### src/rtl/hack_cpu_ctrl_if.sv
// Bus bundle between the Hack sequencer and its program ROM, data RAM and ALU.
// The master side is the sequencer; the slave side is the memories plus the ALU.
interface hack_cpu_ctrl_if #(
    parameter int PC_W = 15
) ();

    logic            imem_req;
    logic [PC_W-1:0] imem_addr;
    logic            imem_ack;
    logic [15:0]     imem_data;

    logic            dmem_req;
    logic            dmem_we;
    logic [PC_W-1:0] dmem_addr;
    logic [15:0]     dmem_wdata;
    logic            dmem_ack;
    logic [15:0]     dmem_rdata;

    logic [15:0]     alu_x;
    logic [15:0]     alu_y;
    logic            alu_zx;
    logic            alu_nx;
    logic            alu_zy;
    logic            alu_ny;
    logic            alu_f;
    logic            alu_no;
    logic [15:0]     alu_out;
    logic            alu_zr;
    logic            alu_ng;

    modport master (
        output imem_req, imem_addr,
        input  imem_ack, imem_data,
        output dmem_req, dmem_we, dmem_addr, dmem_wdata,
        input  dmem_ack, dmem_rdata,
        output alu_x, alu_y, alu_zx, alu_nx, alu_zy, alu_ny, alu_f, alu_no,
        input  alu_out, alu_zr, alu_ng
    );

    modport slave (
        input  imem_req, imem_addr,
        output imem_ack, imem_data,
        input  dmem_req, dmem_we, dmem_addr, dmem_wdata,
        output dmem_ack, dmem_rdata,
        input  alu_x, alu_y, alu_zx, alu_nx, alu_zy, alu_ny, alu_f, alu_no,
        output alu_out, alu_zr, alu_ng
    );

endinterface

### src/rtl/hack_cpu_ctrl.sv
// Multicycle Hack CPU sequencer: fetch, decode, optional M read, execute, optional M write.
// Define HACK_CTRL_INSTRET_EN to add a 32-bit retired-instruction counter output.
module hack_cpu_ctrl #(
    parameter int              PC_W     = 15,
    parameter logic [PC_W-1:0] RESET_PC = '0
) (
    input  logic                  clk,
    input  logic                  reset,
    hack_cpu_ctrl_if.master       bus
`ifdef HACK_CTRL_INSTRET_EN
    ,
    output logic [31:0]           instret
`endif
);

    typedef enum logic [2:0] {
        START,
        FETCH,
        DECODE,
        MREAD,
        EXEC,
        MWRITE
    } state_t;

    state_t          state, state_n;
    logic [PC_W-1:0] pc, pc_n;
    logic [PC_W-1:0] waddr, waddr_n;
    logic [15:0]     a, a_n;
    logic [15:0]     d, d_n;
    logic [15:0]     ir, ir_n;
    logic [15:0]     m, m_n;
    logic [15:0]     wdata, wdata_n;
    logic [PC_W-1:0] pc_inc;
    logic            jump;

    assign pc_inc = pc + {{(PC_W-1){1'b0}}, 1'b1};
    assign jump   = (ir[2] & bus.alu_ng) | (ir[1] & bus.alu_zr) |
                    (ir[0] & ~bus.alu_ng & ~bus.alu_zr);

    assign bus.imem_req   = (state == FETCH);
    assign bus.imem_addr  = pc;
    assign bus.dmem_req   = (state == MREAD) || (state == MWRITE);
    assign bus.dmem_we    = (state == MWRITE);
    assign bus.dmem_addr  = (state == MWRITE) ? waddr : a[PC_W-1:0];
    assign bus.dmem_wdata = wdata;

    assign bus.alu_x  = d;
    assign bus.alu_y  = ir[12] ? m : a;
    assign bus.alu_zx = ir[11];
    assign bus.alu_nx = ir[10];
    assign bus.alu_zy = ir[9];
    assign bus.alu_ny = ir[8];
    assign bus.alu_f  = ir[7];
    assign bus.alu_no = ir[6];

    always_ff @(posedge clk) begin
        if (reset) begin
            state <= START;
            pc    <= RESET_PC;
            a     <= '0;
            d     <= '0;
            ir    <= '0;
            m     <= '0;
            waddr <= '0;
            wdata <= '0;
        end else begin
            state <= state_n;
            pc    <= pc_n;
            a     <= a_n;
            d     <= d_n;
            ir    <= ir_n;
            m     <= m_n;
            waddr <= waddr_n;
            wdata <= wdata_n;
        end
    end

    always_comb begin
        state_n = state;
        pc_n    = pc;
        a_n     = a;
        d_n     = d;
        ir_n    = ir;
        m_n     = m;
        waddr_n = waddr;
        wdata_n = wdata;
        case (state)
            START: state_n = FETCH;
            FETCH: begin
                if (bus.imem_ack) begin
                    ir_n    = bus.imem_data;
                    state_n = DECODE;
                end
            end
            DECODE: begin
                if (!ir[15]) begin
                    a_n     = ir;
                    pc_n    = pc_inc;
                    state_n = FETCH;
                end else begin
                    state_n = ir[12] ? MREAD : EXEC;
                end
            end
            MREAD: begin
                if (bus.dmem_ack) begin
                    m_n     = bus.dmem_rdata;
                    state_n = EXEC;
                end
            end
            EXEC: begin
                // Jump target and write address both use A as it was before this write.
                if (ir[4]) d_n = bus.alu_out;
                if (ir[5]) a_n = bus.alu_out;
                pc_n = jump ? a[PC_W-1:0] : pc_inc;
                if (ir[3]) begin
                    wdata_n = bus.alu_out;
                    waddr_n = a[PC_W-1:0];
                    state_n = MWRITE;
                end else begin
                    state_n = FETCH;
                end
            end
            MWRITE: begin
                if (bus.dmem_ack) state_n = FETCH;
            end
            default: state_n = START;
        endcase
    end

`ifdef HACK_CTRL_INSTRET_EN
    logic retire;

    assign retire = ((state == DECODE) && !ir[15]) ||
                    ((state == EXEC) && !ir[3]) ||
                    ((state == MWRITE) && bus.dmem_ack);

    always_ff @(posedge clk) begin
        if (reset) instret <= '0;
        else if (retire) instret <= instret + 32'd1;
    end
`endif

endmodule

### src/flat_wrapper.sv
// flat-port wrapper written by rule: the top's interface ports become plain ports
module hack_cpu_ctrl_flat 
#(
    parameter int              PC_W     = 15,
    parameter logic [PC_W-1:0] RESET_PC = '0
)
  (clk, reset, bus_imem_req, bus_imem_addr, bus_imem_ack, bus_imem_data, bus_dmem_req, bus_dmem_we, bus_dmem_addr, bus_dmem_wdata, bus_dmem_ack, bus_dmem_rdata, bus_alu_x, bus_alu_y, bus_alu_zx, bus_alu_nx, bus_alu_zy, bus_alu_ny, bus_alu_f, bus_alu_no, bus_alu_out, bus_alu_zr, bus_alu_ng);
  hack_cpu_ctrl_if #(.PC_W(PC_W)) bus_i ();
  input  logic clk;
  input  logic reset;
  output wire logic [$bits(bus_i.imem_req)-1:0] bus_imem_req;
  output wire logic [$bits(bus_i.imem_addr)-1:0] bus_imem_addr;
  input wire logic [$bits(bus_i.imem_ack)-1:0] bus_imem_ack;
  input wire logic [$bits(bus_i.imem_data)-1:0] bus_imem_data;
  output wire logic [$bits(bus_i.dmem_req)-1:0] bus_dmem_req;
  output wire logic [$bits(bus_i.dmem_we)-1:0] bus_dmem_we;
  output wire logic [$bits(bus_i.dmem_addr)-1:0] bus_dmem_addr;
  output wire logic [$bits(bus_i.dmem_wdata)-1:0] bus_dmem_wdata;
  input wire logic [$bits(bus_i.dmem_ack)-1:0] bus_dmem_ack;
  input wire logic [$bits(bus_i.dmem_rdata)-1:0] bus_dmem_rdata;
  output wire logic [$bits(bus_i.alu_x)-1:0] bus_alu_x;
  output wire logic [$bits(bus_i.alu_y)-1:0] bus_alu_y;
  output wire logic [$bits(bus_i.alu_zx)-1:0] bus_alu_zx;
  output wire logic [$bits(bus_i.alu_nx)-1:0] bus_alu_nx;
  output wire logic [$bits(bus_i.alu_zy)-1:0] bus_alu_zy;
  output wire logic [$bits(bus_i.alu_ny)-1:0] bus_alu_ny;
  output wire logic [$bits(bus_i.alu_f)-1:0] bus_alu_f;
  output wire logic [$bits(bus_i.alu_no)-1:0] bus_alu_no;
  input wire logic [$bits(bus_i.alu_out)-1:0] bus_alu_out;
  input wire logic [$bits(bus_i.alu_zr)-1:0] bus_alu_zr;
  input wire logic [$bits(bus_i.alu_ng)-1:0] bus_alu_ng;
  assign bus_imem_req = bus_i.imem_req;
  assign bus_imem_addr = bus_i.imem_addr;
  assign bus_i.imem_ack = bus_imem_ack;
  assign bus_i.imem_data = bus_imem_data;
  assign bus_dmem_req = bus_i.dmem_req;
  assign bus_dmem_we = bus_i.dmem_we;
  assign bus_dmem_addr = bus_i.dmem_addr;
  assign bus_dmem_wdata = bus_i.dmem_wdata;
  assign bus_i.dmem_ack = bus_dmem_ack;
  assign bus_i.dmem_rdata = bus_dmem_rdata;
  assign bus_alu_x = bus_i.alu_x;
  assign bus_alu_y = bus_i.alu_y;
  assign bus_alu_zx = bus_i.alu_zx;
  assign bus_alu_nx = bus_i.alu_nx;
  assign bus_alu_zy = bus_i.alu_zy;
  assign bus_alu_ny = bus_i.alu_ny;
  assign bus_alu_f = bus_i.alu_f;
  assign bus_alu_no = bus_i.alu_no;
  assign bus_i.alu_out = bus_alu_out;
  assign bus_i.alu_zr = bus_alu_zr;
  assign bus_i.alu_ng = bus_alu_ng;
  hack_cpu_ctrl #(.PC_W(PC_W), .RESET_PC(RESET_PC)) u_core (.clk(clk), .reset(reset), .bus(bus_i));
endmodule
### config.mk
export PLATFORM = sky130hd
export DESIGN_NAME = hack_cpu_ctrl_flat
export DESIGN_NICKNAME = d
export VERILOG_FILES = /design/src/rtl/hack_cpu_ctrl_if.sv /design/src/rtl/hack_cpu_ctrl.sv /design/src/flat_wrapper.sv
export SDC_FILE = /design/constraint.sdc
export NUM_CORES = 1
export LEC_CHECK = 0
export ABC_AREA = 1
export BUFFER_PORTS_ARGS = -buffer_cell sky130_fd_sc_hd__buf_2
export CORE_ASPECT_RATIO = 0.75
export CORE_UTILIZATION = 30
export CTS_BUF_LIST = sky130_fd_sc_hd__clkbuf_8 sky130_fd_sc_hd__clkbuf_16
export DETAILED_ROUTE_END_ITERATION = 16
export PLACE_DENSITY = 0.53
export SLEW_MARGIN = 20
export SYNTH_ARGS = -nofsm -noshare
export SYNTH_HDL_FRONTEND = slang
export SYNTH_SLANG_ARGS = --single-unit
### constraint.sdc
create_clock -name clk -period 1.3 [get_ports clk]
set_input_delay 0.065 -clock clk [delete_from_list [all_inputs] [get_ports clk]]
set_output_delay 0.065 -clock clk [all_outputs]
set_load 0.05 [all_outputs]
==> flow_results.org <==
** Status
- Run status :: complete, but fails checks
- The checks that failed: negative setup slack.

** Setup path
- STA classifies the critical path startpoint as a flip-flop.
- In this run the register-to-register setup slack is -300 ps.
- Worst-case reg-to-reg path depth :: 10
- The critical path crosses 5 cells after its start point.
- In this design, the largest share of critical-path delay is due to buffers and inverters.
- Critical Path Sink Type :: output port
- Crit Path Max Fanout :: 7
- Reg-to-reg startpoint :: u_core.state[0]
- The largest single stage delay on the critical path is 340 ps.
- Cell repeated most along the worst path :: buf_6
- Worst flop-to-flop path endpoint :: u_core.a[15]
- Data on the critical path is required at its endpoint by 1240 ps.
- Buf/Inv on CP :: 3
- The signal on the critical path passes through buf_6, nand3_4, buf_16, o21ai_4, buf_6.
- The slowest stage of the critical path belongs to the cell dfxtp_2.
- By startpoint and endpoint, the worst setup path is classified as flip-flop to output port.
- Data arrival time of the worst path :: 1590 ps

** STA
- Transition at the pin with the smallest max-transition slack :: 440 ps
- Shortest period the worst path allows :: 1660 ps
- Pins Over Slew Limit :: 0
- Hold Violations, Final :: 0
- Timing would allow up to 0.603 GHz.
- Setup violations remaining at the end of the flow were counted as 130.
- Once routing completed, OpenROAD measured the worst setup slack at -360 ps.
- Share of the clock period used by the worst path :: 128%
- For the final routed database, the setup TNS stands at -22,860 ps.
- Headroom to the max-slew limit came out at 70.7%.
- Setup repair after global routing could not meet its margin everywhere.
- For the final database, setup skew stands at 13.7 ps.

** Die
- The die covers 17,900 µm².
- Initial standard-cell utilization of the core :: 30.8%
- Placeable Area :: 16,900 µm²
- The die is 116 µm tall.
- The floorplan has 41 rows.
- Die span in x :: 154 µm
- 141 I/O pins were placed.

** Hold path
- The startpoint identified for the worst hold timing path is bus_dmem_ack.
- The path class of the tightest hold or removal check is input port to flip-flop.
- The path with the worst hold slack has its endpoint at u_core.m[15].
- The worst hold path passes through 3 cells.

** Global routing
- Maximum number of pins on one net before global-route repair :: 63
- The number of antenna violations at the first check in global routing is 0.
- The first global-routing pass estimated 31,200 µm of wire.
- Residual overflow from global routing :: 0
- In the global route stage, overall resource usage came out at 22.7%.
- The number of global-route vias before repair came to 5,759.

** Routing
- In the routed design, unresolved DRC markers number 0.
- Drt first-iter violations :: 321
- Vias/cell :: 4.97
- Final antenna-violating net count :: 0
- Detailed routing inserted a total of 6,223 vias.
- Routed wirelength normalized by instance count :: 17.1 µm
- For this block, the routed nets add up to 21,400 µm of wire.
- Number of optimization iterations in the first detailed-route pass :: 4

** Flow run
- Across the run, the number of max-cap violations was 0.

** Logic synthesis
- Yosys warning count :: 0
- Summing the sequential cell areas from Yosys gives 43.4% of the chip area.
- Combined area of all synthesized cells :: 5210 µm²
- Counting distinct cell types in the post-synthesis netlist gives 27.
- In this run, synthesis inferred 0 flip-flops with an integrated enable.
- Average footprint of a synthesized cell :: 6.76 µm²
- Number of instances in the synthesized netlist :: 771
- Synth async-reset ratio :: 0%
- The synthesized design contains 113 register bits.
- Most instantiated flip-flop cell in the synthesis netlist :: dfxtp_1
- Post-synthesis net count :: 826

** Clock tree
- TritonCTS clock tree :: built
- The clock tree synthesis step divided the H-tree into 4 levels.
- After clock tree synthesis, the clock-pin slew on the worst setup and hold paths is 60 ps.
- Total clock buffers created by CTS :: 17
- In this run the clock root is driven by a clkbuf_16.
- The later pin in the worst-skew pair is clocked with a latency of 420 ps.
- Clock tree buffer depth :: 2
- Counting every sink on the clock net gives 113.

** Power and ir drop
- In this run the power density over the cells is 1290 nW/µm².
- The worst-case IR drop observed on VDD is 0.847 mV.
- For this design the static power due to leakage is 4.13 nW.

** Placement
- RD Place Congestion :: 0.842
- After legalization and detailed placement, the total HPWL measured 12,700 µm.
- Cell count after placement :: 1,123
- During placement, the flow inserted port buffers numbering 140.

** Cells and area
- The repair_antennas step left the layout with diodes totalling 0.
- For this run, the number of standard cells in the final layout without fillers is 1,252.
- Most frequent standard cell in the layout excluding fill and tap cells :: nand2_1
- Synth-to-Final Area Change :: 91.3%
- Final net count :: 1,079
- Share of cells above drive strength 1 :: 49.7%
- Leaving out fill and tap cells, the most frequent cells in the layout are nand2_1 (148), buf_2 (106), dfxtp_1 (91).
-- metrics by stage --
stage / instance area, µm² / setup slack [ps] / utilization [%] / power, mW / hold WS [ps]
after floorplan: 5480 / -174 / - / 5.37 / 208
after global placement: 6650 / -63.5 / 39.3 / 6.15 / 329
after detailed placement: 6650 / -74.1 / 39.3 / 6.14 / 328
after CTS: 8940 / -336 / 52.8 / 12.4 / 54.5
after global routing: 9970 / -403 / 58.9 / 13.3 / 114
final: 9970 / -360 / 58.9 / 12.9 / 106
-- flip-flops by register name, indices dropped and copies added, names as in the netlist --
register,count
u_core.bus.dmem_wdata,16
u_core.bus.imem_addr,15
u_core.m,16
u_core.waddr,15
u_core.a,16
u_core.bus.alu_x,16
u_core.ir,16
u_core.state,3
-- tightest hold or removal path, stage by stage --
cell and delay (ps):
buf_2 180, nand2_4 150, a21oi_1 80
-- synth_stat cells (2+ instances only) --
| cell type | n | area (µm²) |
|---|---|---|
| nand2_2 | 3 | 18.8 |
| buf_2 | 11 | 55.1 |
| clkbuf_1 | 25 | 93.8 |
| o21ai_0 | 88 | 440 |
| a21oi_1 | 85 | 425 |
| inv_2 | 5 | 18.8 |
| nor3_1 | 3 | 15.0 |
| nor2_1 | 75 | 282 |
| nand3_2 | 2 | 20.0 |
| inv_1 | 56 | 210 |
| nand3_1 | 81 | 405 |
| nand4_1 | 4 | 25.0 |
| dfxtp_1 | 113 | 2260 |
| nand2_1 | 194 | 728 |
| buf_4 | 11 | 82.6 |
| nor2_2 | 2 | 12.5 |
| nand3b_1 | 3 | 22.5 |
-- where the power goes --
part           switching [mW]  total (mW)  internal, mW  leakage [nW]
clock network            1.69        5.32          3.63         0.337
registers               0.244        3.89          3.64         0.927
logic                    2.16        3.64          1.48          2.86
-- kinds of logic after synthesis --
kind of cell | synth area share (%)
AOI/OAI and AO/OA | 17.1
and+or+nand+nor | 29.9
adders and majority gates | 0.240
buffers and inverters | 9.19
xor gates and xnor gates | 0.168
DFF | 43.4
-- timing repair --
item,4_1_cts,5_1_grt
pin swaps,35,54
setup buffers,13,13
cloned,11,14
resized for setup,271,183
setup endpoints to repair,101,147
hold buffers,48,0
endpoints found under the hold margin,65,0
-- area by class of cell --
| class | instances | area [µm²] |
|---|---|---|
| Fill cell | 1455 | 6960 |
| Multi-Input combinational cell | 551 | 3740 |
| Timing Repair Buffer | 278 | 2680 |
| Sequential cell | 113 | 2310 |
| Clock buffer | 23 | 531 |
| Inverter | 62 | 292 |
| Tap cell | 215 | 269 |
| Clock inverter | 9 | 146 |
| Timing Repair inverter | 1 | 6.26 |
-- metal layers --
layer,track usage (%),share of wire [%],vias to the layer above
met2,35.9,45,214
met5,0,0,-
li1,-,-,3047
met4,6.20,1.0,0
met3,4.08,5.8,16
met1,32.0,48,2946
-- how the worst max path moves through the flow --
| stage | from | to | slack (ps) |
|---|---|---|---|
| global route | u_core.state[0] | bus_dmem_addr[5] | -400 |
| finish | u_core.state[0] | bus_dmem_addr[5] | -360 |
| global placement | u_core.state[1] | u_core.a[3] | -60 |
| detailed placement | u_core.state[1] | u_core.bus.imem_addr[11] | -70 |
| CTS | u_core.state[0] | bus_dmem_addr[5] | -340 |
| floorplan | u_core.ir[12] | bus_alu_y[10] | -170 |
Note: power is estimated with default switching activity, not from simulation.
